==> src/rtl/bomb_exp_module.sv <==
// Bomb placement, fuse/explosion timing and per-pixel bomb/explosion coverage.
// One bomb at a time; explosion arms are clipped by pillars and the arena edge.
module bomb_exp_module #(
  parameter int unsigned X_WALL_L   = 48,
  parameter int unsigned Y_WALL_U   = 31,
  parameter int unsigned TILE_WH    = 16,
  parameter int unsigned ARENA_W    = 33,
  parameter int unsigned ARENA_H    = 27,
  parameter int unsigned B_OFF_X    = 8,
  parameter int unsigned B_OFF_Y    = 8,
  parameter int unsigned FUSE_TICKS = 75000000,
  parameter int unsigned EXP_TICKS  = 25000000,
  parameter int unsigned POST_TICKS = 2,
  parameter int unsigned EXP_LEN    = 2
) (
  input  logic        clk,
  input  logic        reset,
  input  logic        display_on,
  input  logic [9:0]  x,
  input  logic [9:0]  y,
  input  logic [9:0]  x_b,
  input  logic [9:0]  y_b,
  input  logic        place_btn,
  output logic        bomb_on,
  output logic        exp_on,
  output logic        post_exp_active,
  output logic        bomb_active,
  output logic [5:0]  exp_x_abm,
  output logic [5:0]  exp_y_abm,
  output logic [11:0] rgb_out
);

  typedef enum logic [1:0] {StIdle, StBomb, StExp, StPost} state_e;

  state_e      state_q, state_d;
  logic [31:0] timer_q, timer_d;
  logic [5:0]  exp_x_q, exp_x_d, exp_y_q, exp_y_d;
  logic [1:0]  ext_u_q, ext_u_d, ext_r_q, ext_r_d, ext_d_q, ext_d_d, ext_l_q, ext_l_d;
  logic        btn_q;
  logic        btn_edge;

  logic [9:0]  bsum_x, bsum_y, psum_x, psum_y;
  logic [5:0]  tile_bx, tile_by, px, py;
  logic        pix_in;
  logic        unused_bits;

  // Tile index is the upper six bits of the 10-bit wall-relative offset.
  assign bsum_x  = x_b + 10'(B_OFF_X) - 10'(X_WALL_L);
  assign bsum_y  = y_b + 10'(B_OFF_Y) - 10'(Y_WALL_U);
  assign tile_bx = bsum_x[9:4];
  assign tile_by = bsum_y[9:4];
  assign psum_x  = x - 10'(X_WALL_L);
  assign psum_y  = y - 10'(Y_WALL_U);
  assign px      = psum_x[9:4];
  assign py      = psum_y[9:4];
  assign pix_in  = (x >= 10'(X_WALL_L)) && (y >= 10'(Y_WALL_U));
  assign unused_bits = ^{bsum_x[3:0], bsum_y[3:0], psum_x[3:0], psum_y[3:0], 32'(TILE_WH)};

  assign btn_edge = place_btn & ~btn_q;

  // Count reachable tiles; signed walk so an arm at coordinate 0 cannot wrap.
  function automatic logic [1:0] arm_ext(input int cx, input int cy, input int dx, input int dy);
    logic [1:0] n;
    logic       stop;
    int         tx, ty;
    n    = 2'd0;
    stop = 1'b0;
    for (int k = 1; k <= int'(EXP_LEN); k++) begin
      tx = cx + k * dx;
      ty = cy + k * dy;
      if (tx < 0 || tx >= int'(ARENA_W) || ty < 0 || ty >= int'(ARENA_H) || (tx[0] && ty[0])) begin
        stop = 1'b1;
      end
      if (!stop) n = n + 2'd1;
    end
    return n;
  endfunction

  always_comb begin
    state_d = state_q;
    timer_d = timer_q;
    exp_x_d = exp_x_q;
    exp_y_d = exp_y_q;
    ext_u_d = ext_u_q;
    ext_r_d = ext_r_q;
    ext_d_d = ext_d_q;
    ext_l_d = ext_l_q;
    unique case (state_q)
      StIdle: begin
        if (btn_edge) begin
          exp_x_d = tile_bx;
          exp_y_d = tile_by;
          timer_d = 32'd0;
          state_d = StBomb;
        end
      end
      StBomb: begin
        if (timer_q == 32'(FUSE_TICKS - 1)) begin
          timer_d = 32'd0;
          ext_u_d = arm_ext(int'(exp_x_q), int'(exp_y_q), 0, -1);
          ext_r_d = arm_ext(int'(exp_x_q), int'(exp_y_q), 1, 0);
          ext_d_d = arm_ext(int'(exp_x_q), int'(exp_y_q), 0, 1);
          ext_l_d = arm_ext(int'(exp_x_q), int'(exp_y_q), -1, 0);
          state_d = StExp;
        end else begin
          timer_d = timer_q + 32'd1;
        end
      end
      StExp: begin
        if (timer_q == 32'(EXP_TICKS - 1)) begin
          timer_d = 32'd0;
          state_d = StPost;
        end else begin
          timer_d = timer_q + 32'd1;
        end
      end
      StPost: begin
        if (timer_q == 32'(POST_TICKS - 1)) begin
          timer_d = 32'd0;
          state_d = StIdle;
        end else begin
          timer_d = timer_q + 32'd1;
        end
      end
      default: state_d = StIdle;
    endcase
  end

  always_ff @(posedge clk or negedge reset) begin
    if (!reset) begin
      state_q <= StIdle;
      timer_q <= 32'd0;
      exp_x_q <= 6'd0;
      exp_y_q <= 6'd0;
      ext_u_q <= 2'd0;
      ext_r_q <= 2'd0;
      ext_d_q <= 2'd0;
      ext_l_q <= 2'd0;
      btn_q   <= 1'b0;
    end else begin
      state_q <= state_d;
      timer_q <= timer_d;
      exp_x_q <= exp_x_d;
      exp_y_q <= exp_y_d;
      ext_u_q <= ext_u_d;
      ext_r_q <= ext_r_d;
      ext_d_q <= ext_d_d;
      ext_l_q <= ext_l_d;
      btn_q   <= place_btn;
    end
  end

  logic same_col, same_row, hit_u, hit_d, hit_l, hit_r;
  logic [5:0] dist_u, dist_d, dist_l, dist_r;

  assign dist_u   = exp_y_q - py;
  assign dist_d   = py - exp_y_q;
  assign dist_l   = exp_x_q - px;
  assign dist_r   = px - exp_x_q;
  assign same_col = (px == exp_x_q);
  assign same_row = (py == exp_y_q);
  assign hit_u    = same_col && (py < exp_y_q) && (dist_u <= {4'd0, ext_u_q});
  assign hit_d    = same_col && (py > exp_y_q) && (dist_d <= {4'd0, ext_d_q});
  assign hit_l    = same_row && (px < exp_x_q) && (dist_l <= {4'd0, ext_l_q});
  assign hit_r    = same_row && (px > exp_x_q) && (dist_r <= {4'd0, ext_r_q});

  assign exp_on = (state_q == StExp) && display_on && pix_in &&
                  ((same_col && same_row) || hit_u || hit_d || hit_l || hit_r);
  assign bomb_on = (state_q == StBomb) && display_on && pix_in && same_col && same_row;

  assign post_exp_active = (state_q == StPost);
  assign bomb_active     = (state_q != StIdle);
  assign exp_x_abm       = exp_x_q;
  assign exp_y_abm       = exp_y_q;
  assign rgb_out         = exp_on ? 12'hF80 : (bomb_on ? 12'h222 : 12'h000);

endmodule

==> config.mk <==
export PLATFORM = sky130hd
export DESIGN_NAME = bomb_exp_module
export DESIGN_NICKNAME = d
export VERILOG_FILES = /design/src/rtl/bomb_exp_module.sv
export SDC_FILE = /design/constraint.sdc
export NUM_CORES = 1
export LEC_CHECK = 0
export CAP_MARGIN = 25
export CORE_MARGIN = 1
export CORE_UTILIZATION = 45
export DETAILED_ROUTE_END_ITERATION = 10
export DONT_BUFFER_PORTS = 1
export PLACE_DENSITY_LB_ADDON = 0.05
export REMOVE_ABC_BUFFERS = 1
export SYNTH_ARGS = -nofsm -noshare
export SYNTH_HDL_FRONTEND = slang
export SYNTH_SLANG_ARGS = --single-unit
export TNS_END_PERCENT = 30
==> constraint.sdc <==
create_clock -name clk -period 6.55 [get_ports clk]
set_clock_uncertainty 0.2 [all_clocks]
set_input_delay 0.9825 -clock clk [delete_from_list [all_inputs] [get_ports clk]]
set_output_delay 0.9825 -clock clk [all_outputs]
set_load 0.005 [all_outputs]
Yosys cells after proc, flatten, opt, wreduce, memory -nomap -nowiden:

Cells that the tools add are included.
Widths: inputs -> output; s select.

* eq/ne operators: 12
* bitwise operators: 2
* magnitude comparators: 30
* reduce and logical (&&, ||, !) cells: 63
* $add $sub $neg: 23
* mux-type cells: 52

Operators by type and width (number)
* $mux 32: 4
* $pmux 32 s4: 1
* $logic_or 1x1->1: 33
* $add 32x1->32 const B: 1
* $eq 32x1->1 const B: 1
* $eq 32x25->1 const B: 1
* $eq 32x27->1 const B: 1
* $lt 8x1->1 const B: 4
* $mux 2: 16
* $lt 7x1->1 const B: 4
* $mux 1: 28
* $logic_and 1x1->1: 25
* $le 6x2->1: 4
* $sub 6x6->6: 4
* $add 10x4->10 const B: 2
* $sub 10x5->10 const B: 2
* $sub 10x6->10 const B: 2
* $add 7x1->8 const B: 2
* $add 7x2->8 const B: 2
* $ge 8x6->1 const B: 2
* $ge 8x7->1 const B: 2
* $add 6x1->7 const B: 2
* $add 6x2->7 const B: 2
* $ge 7x5->1 const B: 2
* other kinds (23): 35

* input bits: 44
* word-level logic and storage cells: 191
* register bits: 55

Depth between registers and ports, before layout:

* word-level depth: 14
* gate-level depth with buffers: 14

Worst setup path before layout:

No wires, ideal clock.

* path type: input port to output port
* start: in y[1]
* end: out rgb_out[10]
* slack: 1.685 ns
* required time: 5.367 ns
* buffers on the path: 1
* stages: 14
* arrival: 3.682 ns
* cell sequence: nand4_1 > nor2_1 > xnor2_1 > inv_1 > fa_1 > inv_1 > ha_1 > nor2b_1 > o21ai_0 > o2111ai_1 > nor4_1 > o311ai_0 > nor2_1 > buf_4

* word-level cells in the longest chain between the ends: 10
* elaborated cells on any way between the ends: 26

RTL lines
* start, declared: RTL line 20 `input logic [9:0] y,`
* $sub 10x5->10: RTL line 53 `assign psum_y = y - 10'(Y_WALL_U);`
* $sub 6x6->6 or $lt 6x6->1 (tied branches): RTL line 156, 162
* $le 6x2->1 or $logic_and 1x1->1 (tied branches): RTL line 162 `assign hit_u = same_col && (py < exp_y_q) && (dist_u <= {4'd0, ext_u_q});`
* $logic_and 1x1->1: RTL line 162
* $logic_or 1x1->1 (4 in series): RTL line 168 `((same_col && same_row) || hit_u || hit_d || hit_l || hit_r);`
* $logic_and 1x1->1 (*): RTL line 167 `assign exp_on = (state_q == StExp) && display_on && pix_in &&`
* via exp_on: RTL line 25 `output logic exp_on,`
* $mux 12 (*): RTL line 175 `assign rgb_out = exp_on ? 12'hF80 : (bomb_on ? 12'h222 : 12'h000);`
* end, declared: RTL line 30 `output logic [11:0] rgb_out`

Mark *: on every way through the listed nets, which the timed path passes. The rest lies on a longest branch.

Worst setup path in the final report:

* start: in y[1]
* end: out exp_on

* word-level cells in the longest chain between the ends: 9
* elaborated cells on any way between the ends: 25

RTL lines (RTL line)
* $sub 10x5->10: 53
* $sub 6x6->6 or $lt 6x6->1 (tied branches): 156, 162
* $le 6x2->1 or $logic_and 1x1->1 (tied branches): 162
* $logic_and 1x1->1: 162
* $logic_or 1x1->1 (4 in series): 168
* $logic_and 1x1->1 (*): 167
* end, declared: 25

Every way passes the cells marked *; elsewhere a longest branch is shown, timed or not.

==> results.yml <==
run_status:
  outcome: "finished clean"
floorplan:
  start_util_pct: 46.2
  core_area_um2: 11400
  ioPinCount: 72
  fp.dieH_um: 110
  fp-row-count: 39
  die_area_um2: 12200
  die_w_um: 110
logic_synthesis:
  synth-main-ff-cell: "dfrtp_1"
  synth.avg_cell_area_um2: 8.24
  post_synth_num_cell_types: 71
  yosys_warnings: 0
  mappedNetlistArea_um2: 5280
  ys_ff_latch: 55
  yosysSeqAreaShare_pct: 26.1
  synth_edf_count: 0
  async_reset_ff_share_pct: 100
  syn_inst: 640
clock_network:
  cts_sinks: 55
  cts_tree: "yes"
  cts_hold_buf: 0
  cts_buffers: 5
  cts.repair.resized: 0
  ctsLongestPathBuffers: 2
  post_cts_buffers: 0
  clk_pin_slew_worst_paths_ps: 70
  root_buffer: "clkbuf_16"
  htree_levels: 2
  insertion_delay_ps: 290
worst_setup_path:
  crit_path_start_kind: "input pin"
  critPathCaptureType: "output port"
  crit_type: "input pin to output port"
  critPathMaxFanout: 5
  crit_chain: "nand4_1 > nor2_1 > xnor2_1 > inv_1 > fa_1 > inv_1 > ha_1 > nor2b_1 > o21ai_0 > o2111ai_1 > nor4_1 > o311ai_0 > nor2_1"
  arrival_ps: 3980
  path_buf_inv: 2
  crit_path_top_delay_cell: "fa_1"
  cp_top_family: "simple AND/OR/NAND/NOR gates"
  crit_required_ps: 5370
  slowest_delay_ps: 520
timing:
  finalWorstSetupSlack_ps: 1390
  slew_headroom_pct: 42.3
  fin_crit_sh_pct: 78.8
  drv_slew: 0
  clock.fmax_ghz: 0.194
  hold_violations: 0
  setup_viol: 0
  worstMarginPinSlew_ps: 859
  rsz0062_at_grt: "no"
  finalCriticalPeriod_ps: 5160
  fin_tns_setup_ps: 0
drt:
  firstDrtPassIters: 4
  vias: 4452
  wl_per_cell_um: 16.2
  routed_wl_um: 12400
  drtIter0Drc: 269
  ant_nets: 0
  drcViolationCount: 0
  vias_per_cell: 5.83
run:
  drv_cap: 0
layout:
  nFillCells: 1116
  diodes: 0
  area_delta_synth_final_pct: 3.49
  drive_gt1_share_pct: 4.68
  final_cell_mix: "ha_1, dfrtp_1, nor2_1, nand2_1, inv_1"
  nNetsFinal: 722
  stdcell_count: 763
placed_design:
  dpl.hpwl_um: 9410
  post-place-ws_ps: 1370
  gp_congestion: 0.861
  dp_cells: 755
  io_buffers: 0
pwr:
  vdd_drop_max_mv: 0.167
  power.leakage_nw: 2.37
  p_per_area_nw_per_um2: 376
global_routing:
  antenna_found_initial: 0
  grt_pass1_wl_um: 20100
  overflow: 0
  first_global_vias: 4174
  gr-usage-all-layers_pct: 21.2
  grt_start_max_net_pins: 56
hold_path:
  hp-class: "input pin to async pin"
## registers in the layout (all words and copies together), names as in the netlist
register	flops
ext_l_q	2
ext_d_q	2
exp_y_abm	6
btn_q	1
state_q	2
ext_u_q	2
ext_r_q	2
timer_q	32
exp_x_abm	6
## synthesized netlist by cell type, types with 3 or more instances
cell type  number  area [um^2]
nand3_1        23          115
a21oi_1        32          160
buf_2           3         15.0
or2_2           4         25.0
o21a_1          5         37.5
and3_1         12         75.1
nand2b_1       10         62.6
mux2i_1         5         50.1
nor2b_1        10         62.6
inv_1          51          191
nand4_1        21          131
o21ai_1         3         15.0
buf_6           3         33.8
nor2_1         52          195
a31oi_1         6         37.5
o211ai_1        3         22.5
xnor2_1        23          201
nand3b_1        4         30.0
ha_1           55          688
o21ai_0        36          180
o22ai_1         6         37.5
o311ai_0        3         26.3
o31ai_1         6         45.0
nor4_1         11         68.8
nor2_4          3         33.8
dfrtp_1        55         1380
or3_1           5         31.3
o2111ai_1       4         35.0
xor2_1         31          272
nor3_1         20          100
clkbuf_1       16         60.1
nand2_1        52          195
buf_4          10         75.1
nor4_2          3         37.5
fa_1            4         80.1
## layout make-up
class	instances	area, um^2	share of cell area [%]
multi-input cells	504	3530	64.7
flip-flops and latches	55	1380	25.2
inverters	53	200	3.67
clock inverters	2	35.0	0.642
well taps	143	179	3.28
clock buffers	6	139	2.54
## report_power, final
part | internal (mW) | switching (mW) | total [mW]
Sequential | 0.388 | 0.164 | 0.553
Combinational | 0.458 | 0.731 | 1.19
Clock | 0.190 | 0.121 | 0.311
## worst paths after layout
kind / to / slack [ps] / startpoint / depth (start not counted)
worst max-delay path: exp_on / 1390 / y[1] / 13
worst min register to register: ext_r_q[0]$_DFFE_PN0P_ / 300 / ext_r_q[0]$_DFFE_PN0P_ / 2
min in group clk: ext_r_q[0]$_DFFE_PN0P_ / 300 / ext_r_q[0]$_DFFE_PN0P_ / 2
worst max register to register: state_q[1]$_DFFE_PN0P_ / 3010 / state_q[1]$_DFFE_PN0P_ / 6
max in group asynchronous: exp_y_abm[0]$_DFFE_PN0P_ / 5860 / reset / 0
worst min-delay path: exp_x_abm[0]$_DFFE_PN0P_ / 180 / reset / 0
## metal layers
metal  global-route usage [%]  share of wire, %
met5                        0                 0
met4                     7.99               2.5
met3                     2.29               3.0
met2                     36.6                48
met1                     27.2                47
## logic make-up after synthesis
| family | synth area share [%] |
|---|---|
| compound gates | 16.5 |
| xor+xnor | 8.97 |
| buf+inv | 7.28 |
| mux | 1.38 |
| simple gates | 25.0 |
| fa+ha+maj | 14.8 |
| other cells | 0.0711 |
| flops | 26.1 |
## metrics by stage
step           hold WS, ps  cell area [um^2]  utilization (%)  power (mW)
4_1_cts                171              5460             47.8        2.06
6_report               179              5460             47.8        2.05
5_1_grt                171              5460             47.8        2.24
3_3_place_gp           267              5290             46.3        1.71
2_1_floorplan          249              5110                -        1.42
3_5_place_dp           287              5290             46.3        1.74
Note: power is estimated with default switching activity, not from simulation.
